`config.mk`:
```
export PLATFORM = sky130hd
export DESIGN_NAME = mem_port_arbiter_flat
export DESIGN_NICKNAME = d
export VERILOG_FILES = /design/src/rtl/mem_port_if.sv /design/src/rtl/mem_port_arbiter.sv /design/src/flat_wrapper.sv
export SDC_FILE = /design/constraint.sdc
export NUM_CORES = 1
export LEC_CHECK = 0
export CAP_MARGIN = 20
export CORE_MARGIN = 2
export CORE_UTILIZATION = 25
export CTS_CLUSTER_SIZE = 14
export DETAILED_ROUTE_END_ITERATION = 8
export PLACE_DENSITY = 0.84
export REMOVE_ABC_BUFFERS = 1
export SLEW_MARGIN = 0
export SYNTH_ARGS = -nofsm -noshare
export SYNTH_HDL_FRONTEND = slang
export SYNTH_SLANG_ARGS = --single-unit
```
`constraint.sdc`:
```
create_clock -name i_clock -period 3.7 [get_ports i_clock]
set_input_delay 0.37 -clock i_clock [delete_from_list [all_inputs] [get_ports i_clock]]
set_output_delay 0.37 -clock i_clock [all_outputs]
set_load 0.05 [all_outputs]
```
`src/rtl/mem_port_if.sv`:
```
// ---------------------------------------------------------------------------
// mem_port_if
// Bundles the request/grant/response signals for both requesters (instruction
// fetch and data memory) and the single-port synchronous memory they share.
//
//   if_req/if_addr            fetch request and address (PC)
//   if_gnt/if_stall           fetch owns the port this cycle / fetch is waiting
//   if_valid/if_q             fetched data, one cycle after if_gnt
//   dm_req/dm_we/dm_addr/
//   dm_wdata                  data request, write enable, address, write data
//   dm_gnt/dm_stall           data stage owns the port / data stage is waiting
//   dm_valid/dm_q             read data or write ack, one cycle after dm_gnt
//   mem_addr/mem_wdata/
//   mem_wren/mem_q            memory-side port
//
// Handshake: a requester raises *_req with stable address/data and holds it
// until *_gnt is seen high in the same cycle; the transfer is accepted on that
// clock edge and exactly one *_valid pulse follows on the next cycle. There is
// no back-pressure on the response side.
//
// slave  : the arbiter's view
// master : the pipeline + memory environment's view
// ---------------------------------------------------------------------------
interface mem_port_if #(
    parameter int ADDR_W = 8,
    parameter int DATA_W = 8
);
    logic              if_req;
    logic [ADDR_W-1:0] if_addr;
    logic              if_gnt;
    logic              if_valid;
    logic [DATA_W-1:0] if_q;
    logic              if_stall;

    logic              dm_req;
    logic              dm_we;
    logic [ADDR_W-1:0] dm_addr;
    logic [DATA_W-1:0] dm_wdata;
    logic              dm_gnt;
    logic              dm_valid;
    logic [DATA_W-1:0] dm_q;
    logic              dm_stall;

    logic [ADDR_W-1:0] mem_addr;
    logic [DATA_W-1:0] mem_wdata;
    logic              mem_wren;
    logic [DATA_W-1:0] mem_q;

    modport slave (
        input  if_req, if_addr, dm_req, dm_we, dm_addr, dm_wdata, mem_q,
        output if_gnt, if_valid, if_q, if_stall,
               dm_gnt, dm_valid, dm_q, dm_stall,
               mem_addr, mem_wdata, mem_wren
    );

    modport master (
        output if_req, if_addr, dm_req, dm_we, dm_addr, dm_wdata, mem_q,
        input  if_gnt, if_valid, if_q, if_stall,
               dm_gnt, dm_valid, dm_q, dm_stall,
               mem_addr, mem_wdata, mem_wren
    );
endinterface

```
`src/rtl/mem_port_arbiter.sv`:
```
// ---------------------------------------------------------------------------
// mem_port_arbiter
// Shares one single-port synchronous memory between instruction fetch (IF,
// read-only) and the data-memory stage (DM, read/write). One requester is
// granted per cycle; DM wins ties unless it has already taken DM_STREAK_MAX
// consecutive grants while IF waited, in which case IF is forced through.
// The owner of each cycle is registered so the one-cycle-late memory output
// can be flagged as valid for the right requester.
//
// Ports:
//   i_clock       rising-edge clock
//   i_reset       asynchronous, active-high reset
//   io_bus        mem_port_if.slave (requests, grants, responses, memory port)
//   o_dbg_owner   registered owner of the previous cycle (0 none, 1 IF, 2 DM)
//   o_dbg_streak  consecutive DM grants taken while IF waited
// ---------------------------------------------------------------------------
module mem_port_arbiter #(
    parameter int ADDR_W        = 8,
    parameter int DATA_W        = 8,
    parameter int DM_STREAK_MAX = 3
) (
    input  logic             i_clock,
    input  logic             i_reset,
    mem_port_if.slave        io_bus,
    output logic [1:0]       o_dbg_owner,
    output logic [3:0]       o_dbg_streak
);
    typedef enum logic [1:0] {
        OWN_NONE = 2'd0,
        OWN_IF   = 2'd1,
        OWN_DM   = 2'd2
    } owner_t;

    localparam logic [3:0] STREAK_MAX = 4'(DM_STREAK_MAX);

    owner_t            r_owner;
    logic [3:0]        r_streak;
    owner_t            w_owner_nxt;
    logic [3:0]        w_streak_nxt;

    logic              w_if_gnt;
    logic              w_dm_gnt;
    logic [ADDR_W-1:0] w_mem_addr;
    logic [DATA_W-1:0] w_mem_wdata;

    // State register
    always_ff @(posedge i_clock or posedge i_reset) begin
        if (i_reset) begin
            r_owner  <= OWN_NONE;
            r_streak <= '0;
        end else begin
            r_owner  <= w_owner_nxt;
            r_streak <= w_streak_nxt;
        end
    end

    // Next-state logic
    always_comb begin
        w_owner_nxt  = OWN_NONE;
        w_streak_nxt = r_streak;
        if (w_if_gnt) begin
            w_owner_nxt = OWN_IF;
        end else if (w_dm_gnt) begin
            w_owner_nxt = OWN_DM;
        end
        // The streak only measures how long IF has been starved; it restarts
        // as soon as IF is served or stops asking.
        if (w_if_gnt || !io_bus.if_req) begin
            w_streak_nxt = '0;
        end else if (w_dm_gnt && (r_streak < STREAK_MAX)) begin
            w_streak_nxt = r_streak + 4'd1;
        end
    end

    // Output logic: grants and port mux are combinational on the current
    // requests; valids are decoded from the registered owner.
    always_comb begin
        w_if_gnt    = io_bus.if_req && (!io_bus.dm_req || (r_streak == STREAK_MAX));
        w_dm_gnt    = io_bus.dm_req && !w_if_gnt;
        // With no grant the address still follows the PC so an idle port
        // keeps presenting the next fetch address.
        w_mem_addr  = w_dm_gnt ? io_bus.dm_addr : io_bus.if_addr;
        w_mem_wdata = w_dm_gnt ? io_bus.dm_wdata : '0;
    end

    assign io_bus.if_gnt    = w_if_gnt;
    assign io_bus.dm_gnt    = w_dm_gnt;
    assign io_bus.if_stall  = io_bus.if_req & ~w_if_gnt;
    assign io_bus.dm_stall  = io_bus.dm_req & ~w_dm_gnt;
    assign io_bus.mem_addr  = w_mem_addr;
    assign io_bus.mem_wdata = w_mem_wdata;
    // Fetch grants never write.
    assign io_bus.mem_wren  = w_dm_gnt & io_bus.dm_we;

    assign io_bus.if_valid  = (r_owner == OWN_IF);
    assign io_bus.dm_valid  = (r_owner == OWN_DM);
    assign io_bus.if_q      = io_bus.mem_q;
    assign io_bus.dm_q      = io_bus.mem_q;

    assign o_dbg_owner      = r_owner;
    assign o_dbg_streak     = r_streak;
endmodule

```
`src/flat_wrapper.sv`:
```
// flat-port wrapper written by rule: the top's interface ports become plain ports
module mem_port_arbiter_flat 
#(
    parameter int ADDR_W        = 8,
    parameter int DATA_W        = 8,
    parameter int DM_STREAK_MAX = 3
)
  (i_clock, i_reset, o_dbg_owner, o_dbg_streak, io_bus_if_req, io_bus_if_addr, io_bus_dm_req, io_bus_dm_we, io_bus_dm_addr, io_bus_dm_wdata, io_bus_mem_q, io_bus_if_gnt, io_bus_if_valid, io_bus_if_q, io_bus_if_stall, io_bus_dm_gnt, io_bus_dm_valid, io_bus_dm_q, io_bus_dm_stall, io_bus_mem_addr, io_bus_mem_wdata, io_bus_mem_wren);
  mem_port_if #(.ADDR_W(ADDR_W), .DATA_W(DATA_W)) io_bus_i ();
  input  logic i_clock;
  input  logic i_reset;
  output logic [1:0] o_dbg_owner;
  output logic [3:0] o_dbg_streak;
  input wire logic [$bits(io_bus_i.if_req)-1:0] io_bus_if_req;
  input wire logic [$bits(io_bus_i.if_addr)-1:0] io_bus_if_addr;
  input wire logic [$bits(io_bus_i.dm_req)-1:0] io_bus_dm_req;
  input wire logic [$bits(io_bus_i.dm_we)-1:0] io_bus_dm_we;
  input wire logic [$bits(io_bus_i.dm_addr)-1:0] io_bus_dm_addr;
  input wire logic [$bits(io_bus_i.dm_wdata)-1:0] io_bus_dm_wdata;
  input wire logic [$bits(io_bus_i.mem_q)-1:0] io_bus_mem_q;
  output wire logic [$bits(io_bus_i.if_gnt)-1:0] io_bus_if_gnt;
  output wire logic [$bits(io_bus_i.if_valid)-1:0] io_bus_if_valid;
  output wire logic [$bits(io_bus_i.if_q)-1:0] io_bus_if_q;
  output wire logic [$bits(io_bus_i.if_stall)-1:0] io_bus_if_stall;
  output wire logic [$bits(io_bus_i.dm_gnt)-1:0] io_bus_dm_gnt;
  output wire logic [$bits(io_bus_i.dm_valid)-1:0] io_bus_dm_valid;
  output wire logic [$bits(io_bus_i.dm_q)-1:0] io_bus_dm_q;
  output wire logic [$bits(io_bus_i.dm_stall)-1:0] io_bus_dm_stall;
  output wire logic [$bits(io_bus_i.mem_addr)-1:0] io_bus_mem_addr;
  output wire logic [$bits(io_bus_i.mem_wdata)-1:0] io_bus_mem_wdata;
  output wire logic [$bits(io_bus_i.mem_wren)-1:0] io_bus_mem_wren;
  assign io_bus_i.if_req = io_bus_if_req;
  assign io_bus_i.if_addr = io_bus_if_addr;
  assign io_bus_i.dm_req = io_bus_dm_req;
  assign io_bus_i.dm_we = io_bus_dm_we;
  assign io_bus_i.dm_addr = io_bus_dm_addr;
  assign io_bus_i.dm_wdata = io_bus_dm_wdata;
  assign io_bus_i.mem_q = io_bus_mem_q;
  assign io_bus_if_gnt = io_bus_i.if_gnt;
  assign io_bus_if_valid = io_bus_i.if_valid;
  assign io_bus_if_q = io_bus_i.if_q;
  assign io_bus_if_stall = io_bus_i.if_stall;
  assign io_bus_dm_gnt = io_bus_i.dm_gnt;
  assign io_bus_dm_valid = io_bus_i.dm_valid;
  assign io_bus_dm_q = io_bus_i.dm_q;
  assign io_bus_dm_stall = io_bus_i.dm_stall;
  assign io_bus_mem_addr = io_bus_i.mem_addr;
  assign io_bus_mem_wdata = io_bus_i.mem_wdata;
  assign io_bus_mem_wren = io_bus_i.mem_wren;
  mem_port_arbiter #(.ADDR_W(ADDR_W), .DATA_W(DATA_W), .DM_STREAK_MAX(DM_STREAK_MAX)) u_core (.i_clock(i_clock), .i_reset(i_reset), .io_bus(io_bus_i), .o_dbg_owner(o_dbg_owner), .o_dbg_streak(o_dbg_streak));
endmodule
```
==> results of run 1 <==
==> state kept, by name, indices dropped and copies added (netlist names) <==
signal / flops
u_core.o_dbg_streak: 4
u_core.o_dbg_owner: 2
==> report_power, final <==
| part | internal (mW) | switching, mW |
|---|---|---|
| Clock | 0.0366 | 0.0228 |
| Combinational | 0.0657 | 0.0845 |
| Sequential | 0.0681 | 0.00171 |
| Total | 0.170 | 0.109 |
==> cell type report <==
class | count | share of cell area
Clock buffer | 3 | 0.0211
Inverter | 2 | 0.00703
Multi-Input combinational cell | 37 | 0.265
Sequential cell | 6 | 0.141
Tap cell | 28 | 0.0328
Timing Repair Buffer | 57 | 0.534
==> through the flow <==
stage	instance area, um2	worst slack [ns]
after floorplan	440	1.06
after global placement	1050	0.844
after detailed placement	1050	0.816
after CTS	1070	0.819
after global routing	1070	0.680
final	1070	0.824
==> layer usage <==
metal,vias up,part of all wire
met5,-,0
met4,0,0.0079
met3,2,0.075
met2,34,0.58
met1,251,0.34
li1,278,-
==> worst max-delay path: cells and delay by family <==
kind                   cells  cell delay (ns)
buffers and inverters      3             1.33
AOI/OAI and AO/OA          1             0.41
muxes                      1             0.39
==> cell families (layout without fill, tap and decap cells) <==
| family | Yosys count | after routing | synth area share |
|---|---|---|---|
| DFF | 6 | 6 | 0.263 |
| buffers and inverters | 19 | 62 | 0.243 |
| adders and majority gates | 1 | 1 | 0.0219 |
| and+or+nand+nor | 20 | 20 | 0.210 |
| AOI/OAI and AO/OA | 8 | 8 | 0.105 |
| muxes | 8 | 8 | 0.158 |
==> cells in the mapped netlist <==
cell and number:
a21boi_0 1, a21oi_1 3, a31oi_1 1, a31oi_4 1, and2_1 9, and3_1 1, and3_2 1, buf_4 16
buf_6 1, dfrtp_1 6, ha_1 1, inv_1 2, mux2_2 8, nand2_1 3, nand3b_1 1, nor2_1 2
nor2_4 1, nor2b_1 2, o21ai_0 2
==> how the worst max path moves through the flow <==
stage,from,to,slack (ns),cells after the start
3_3_place_gp,io_bus_dm_req,io_bus_mem_addr[2],0.84,5
3_5_place_dp,io_bus_dm_req,io_bus_mem_addr[7],0.82,5
4_1_cts,io_bus_dm_req,io_bus_mem_addr[7],0.82,5
5_1_grt,io_bus_dm_req,io_bus_mem_addr[7],0.68,5
2_1_floorplan,u_core.o_dbg_streak[0],io_bus_if_gnt,1.06,3
6_report,io_bus_dm_req,io_bus_mem_addr[7],0.82,5
==> reports/results.ini, run 1 <==
[power_and_ir_drop]
leakage_nw = 0.433
p_per_area_mw_per_mm2 = 262
p_total_mw = 0.279
ir_drop_mv = 0.110

[worst_setup_path]
worstReg2RegStart = u_core.o_dbg_streak[0]
slowest_delay_ns = 0.71
crit_slowest_cell = clkdlybuf4s50_1
crit_top_cell = clkdlybuf4s50_1
worstPathCellList = clkdlybuf4s50_1 > inv_1 > a31oi_4 > mux2_2 > clkdlybuf4s50_1
crit_type = in -> out
rrSetupSlack_ns = 2.51
rr_worst_depth = 3
crit_fanout = 18
cp-end-kind = output port
crit_arrival_ns = 2.51
worst_setup_path_start_kind = primary input
r2r-end = u_core.o_dbg_owner[0]
crit_required_ns = 3.33

[synthesis]
yosysSeqAreaShare = 0.263
synth_cell_types = 19
synth_top_area_share = 0.263
synth_cells = 62
ys_seq_elements = 6
syn_avg_cell_area_um2 = 9.22
synth_largest_area_cell = dfrtp_1
synth.area.top_cells = dfrtp_1 (26%), buf_4 (21%), mux2_2 (16%)
synth.yosys.warnings = 0
netlist_area_um2 = 572

[cells_and_area]
drive_gt1_frac = 0.133
diodes = 0
fillers = 202
fin_util = 0.488
synthToLayoutAreaGrowth_pct = 86.9
seq_area_um2 = 150
nets = 145
finalNonFillerCells = 133
final_common_cell = clkdlybuf4s50_1
multi_input_area_um2 = 283
final_cell_mix = clkdlybuf4s50_1 (57), and2_1 (9), mux2_2 (8)

[clocking]
clockBufferDepth = 2
post_cts_buffers = 0
ctsRootBufferMaster = clkbuf_4
cts-resized-gates = 0
postCtsHoldBufs = 0
clkTransAtPathRegs_ns = 0.04
cts.sinks = 6
htreeDepth = 1
cts_tree = done
cts-buffers-inserted = 3
clk_latency_ns = 0.25

[timing]
max_freq_ghz = 0.348
worstMarginPinSlew_ns = 0.527
hold_violations = 0
finalSetupTns_ns = 0
rsz0062_at_grt = no
min_period_ns = 2.88
finalClockSkew_ns = 0.00321
hold-worst-slack_ns = 0.336
setup_viol = 0
drv_slew = 0
slew_headroom = 0.647
fin_crit_sh = 0.777

[drt]
drt_first_pass_iters = 1
postRouteAntennaNets = 0
wirelength_um = 1780
via_per_inst = 4.25
wire_per_inst_um = 13.4
remaining_drc_errors = 0
drtIter0Drc = 0
num_vias = 565

[grt]
grt.overflow.total = 0
grt_pass1_vias = 580
met1_usage = 0.132
grt_pass1_wl_um = 2680
grt-busiest-layer = met2
grt_max_degree = 19
use_met3 = 0.0718
grtUsageMet2 = 0.241
grt_usage = 0.138
grt_antenna_before_repair = 0

[floorplanning]
dieWidth_um = 51.8
start_util = 0.261
ios = 82
coreArea_mm2 = 0.00219
die_height_um = 51.8
rows = 17
die-area_mm2 = 0.00269

[place]
place_congestion = 0.750
io_buffers = 57
hpwl_um = 1570
dp.cells = 130

[hold_path]
hp-class = in -> async

[job]
max_cap_violations = 0

[outcome]
status = finished clean

(Power assumes the default switching activity.)
==> run 2: changes to the inputs <==
CORE_UTILIZATION = 23   (was 25)
PLACE_DENSITY = 0.78   (was 0.84)
clock period = 2.9 ns   (was 3.7 ns; I/O delays follow)
==> run 2 against run 1 <==
- critical path depth shrank 1
- register-to-register slack lost 0.81 ns
- final area shrank 1.4%
- combinational power up 27%
- utilization shrank 5.1 points
- clock power grew 28%
- clock skew increased by 0.0046 ns
- via count up 2.3%
- sequential share of layout area rose by 0.20 points
- final cell count rose by 2.3%
- wire length increased by 1.9%
- critical path type is now reg -> out
- critical endpoint unchanged
- largest cell class unchanged
==> reports/results.ini, run 2 (synthesis results as in run 1) <==
[worst_setup_path]
cp-end-kind = output port
worstReg2RegStart = u_core.o_dbg_streak[0]
crit_fanout = 9  ; -9
worstSetupStartpoint = u_core.o_dbg_streak[0]
crit_arrival_ns = 2.38  ; -0.13 ns
path_delay_family = buffers and inverters
cp_num_buf_inv = 1  ; -2
crit_slowest_cell = clkdlybuf4s50_1
crit_type = reg -> out
worstPathCellList = ha_1 > a31oi_4 > mux2_2 > clkdlybuf4s50_1
worst_setup_path_start_kind = register
crit_required_ns = 2.61  ; -0.72 ns
slowest_delay_ns = 0.71  ; about the same

[timing]
setup_viol = 0  ; unchanged
finalSetupTns_ns = 0  ; unchanged
hold-worst-slack_ns = 0.261  ; -0.0755 ns
hold_violations = 0  ; unchanged
rsz0062_at_grt = no
worstMarginPinSlew_ns = 0.518  ; -0.00933 ns
max_freq_ghz = 0.374
setup_ws_ns = 0.229  ; -0.594 ns
fin_crit_sh = 0.921
finalClockSkew_ns = 0.00779  ; +0.00459 ns
slew_headroom = 0.654  ; +0.00624
drv_slew = 0  ; unchanged
min_period_ns = 2.67

[place]
hpwl_um = 1570  ; about the same
post-place-ws_ns = 0.286  ; -0.530 ns
place_congestion = 0.742  ; -1.1%
io_buffers = 57  ; unchanged
place_area_mm2 = 0.00103  ; -1.4%
dp.cells = 133  ; +2.3%

[cells_and_area]
fin_area_mm2 = 0.00105  ; -1.4%
synthToLayoutAreaGrowth_pct = 84.2
fillers = 236  ; +17%
diodes = 0  ; unchanged
final_common_cell = clkdlybuf4s50_1
finalNonFillerCells = 136  ; +2.3%
fin_util = 0.437  ; -0.0505
nets = 146  ; +0.69%
largest_register_ffs = 4  ; unchanged
final_cell_mix = clkdlybuf4s50_1 (47), buf_4 (11), and2_1 (9)
drive_gt1_frac = 0.236  ; +0.103

[grt]
grt_pass1_wl_um = 2500  ; -6.7%
grt_pass1_vias = 553  ; -4.7%
grt_max_degree = 11  ; -8
grt_usage = 0.122  ; -0.0157
grt_antenna_before_repair = 0  ; unchanged
grt.overflow.total = 0  ; unchanged

[power_and_ir_drop]
ir_drop_mv = 0.178  ; +63%
p_per_area_mw_per_mm2 = 338  ; +29%
p_total_mw = 0.356  ; +27%
leakage_nw = 0.452  ; +4.4%

[clocking]
cts_tree = done
cts-buffers-inserted = 3  ; unchanged
ctsRootBufferMaster = clkbuf_4
clkTransAtPathRegs_ns = 0.05  ; about the same
clockBufferDepth = 2  ; unchanged
post_cts_buffers = 0  ; unchanged
htreeDepth = 1  ; unchanged
clk_latency_ns = 0.25  ; about the same
postCtsHoldBufs = 0  ; unchanged
cts.sinks = 6  ; unchanged
cts-resized-gates = 0  ; unchanged

[drt]
postRouteAntennaNets = 0  ; unchanged
num_vias = 578  ; +2.3%
drt_first_pass_iters = 4  ; +3
drtIter0Drc = 7  ; +7
via_per_inst = 4.25  ; about the same
remaining_drc_errors = 0  ; unchanged
wirelength_um = 1810  ; +1.9%
wire_per_inst_um = 13.3  ; -0.34%

[floorplanning]
ios = 82  ; unchanged
rows = 18  ; +1
die_height_um = 53.9  ; +3.9%
die-area_mm2 = 0.00290  ; +8.0%
start_util = 0.237  ; -0.0237
coreArea_mm2 = 0.00241  ; +10%
dieWidth_um = 53.9  ; +3.9%

[outcome]
status = finished clean

[job]
max_cap_violations = 0  ; unchanged

[hold_path]
hp-class = in -> async

==> run 2: worst paths after layout <==
check | endpoint | slack [ns] | cells past startpoint
max | io_bus_mem_addr[7] | 0.23 | 4
min | u_core.o_dbg_streak[0] | 0.26 | 2
max reg2reg | u_core.o_dbg_owner[0] | 1.70 | 3
min reg2reg | u_core.o_dbg_streak[1] | 0.57 | 2
max in group asynchronous | u_core.o_dbg_streak[2] | 2.45 | 2
min in group i_clock | u_core.o_dbg_streak[1] | 0.57 | 2
==> run 2: power by group <==
part	switching (mW)	internal, mW
registers	0.00218	0.0868
logic	0.109	0.0821
clock network	0.0291	0.0467
==> run 2: final cells by class <==
class / instances / area (um2) / area share
Multi-Input combinational cell: 37 / 283 / 0.268
Inverter: 2 / 7.51 / 0.00713
Clock buffer: 3 / 22.5 / 0.0214
Timing Repair Buffer: 58 / 553 / 0.525
Sequential cell: 6 / 150 / 0.143
Tap cell: 30 / 37.5 / 0.0356
==> run 2: per-layer routing <==
| metal | track usage | share of wire | vias up |
|---|---|---|---|
| li1 | - | - | 282 |
| met1 | 0.132 | 0.35 | 251 |
| met2 | 0.183 | 0.53 | 41 |
| met3 | 0.0694 | 0.096 | 4 |
| met4 | 0.0769 | 0.019 | 0 |
| met5 | 0 | 0 | - |
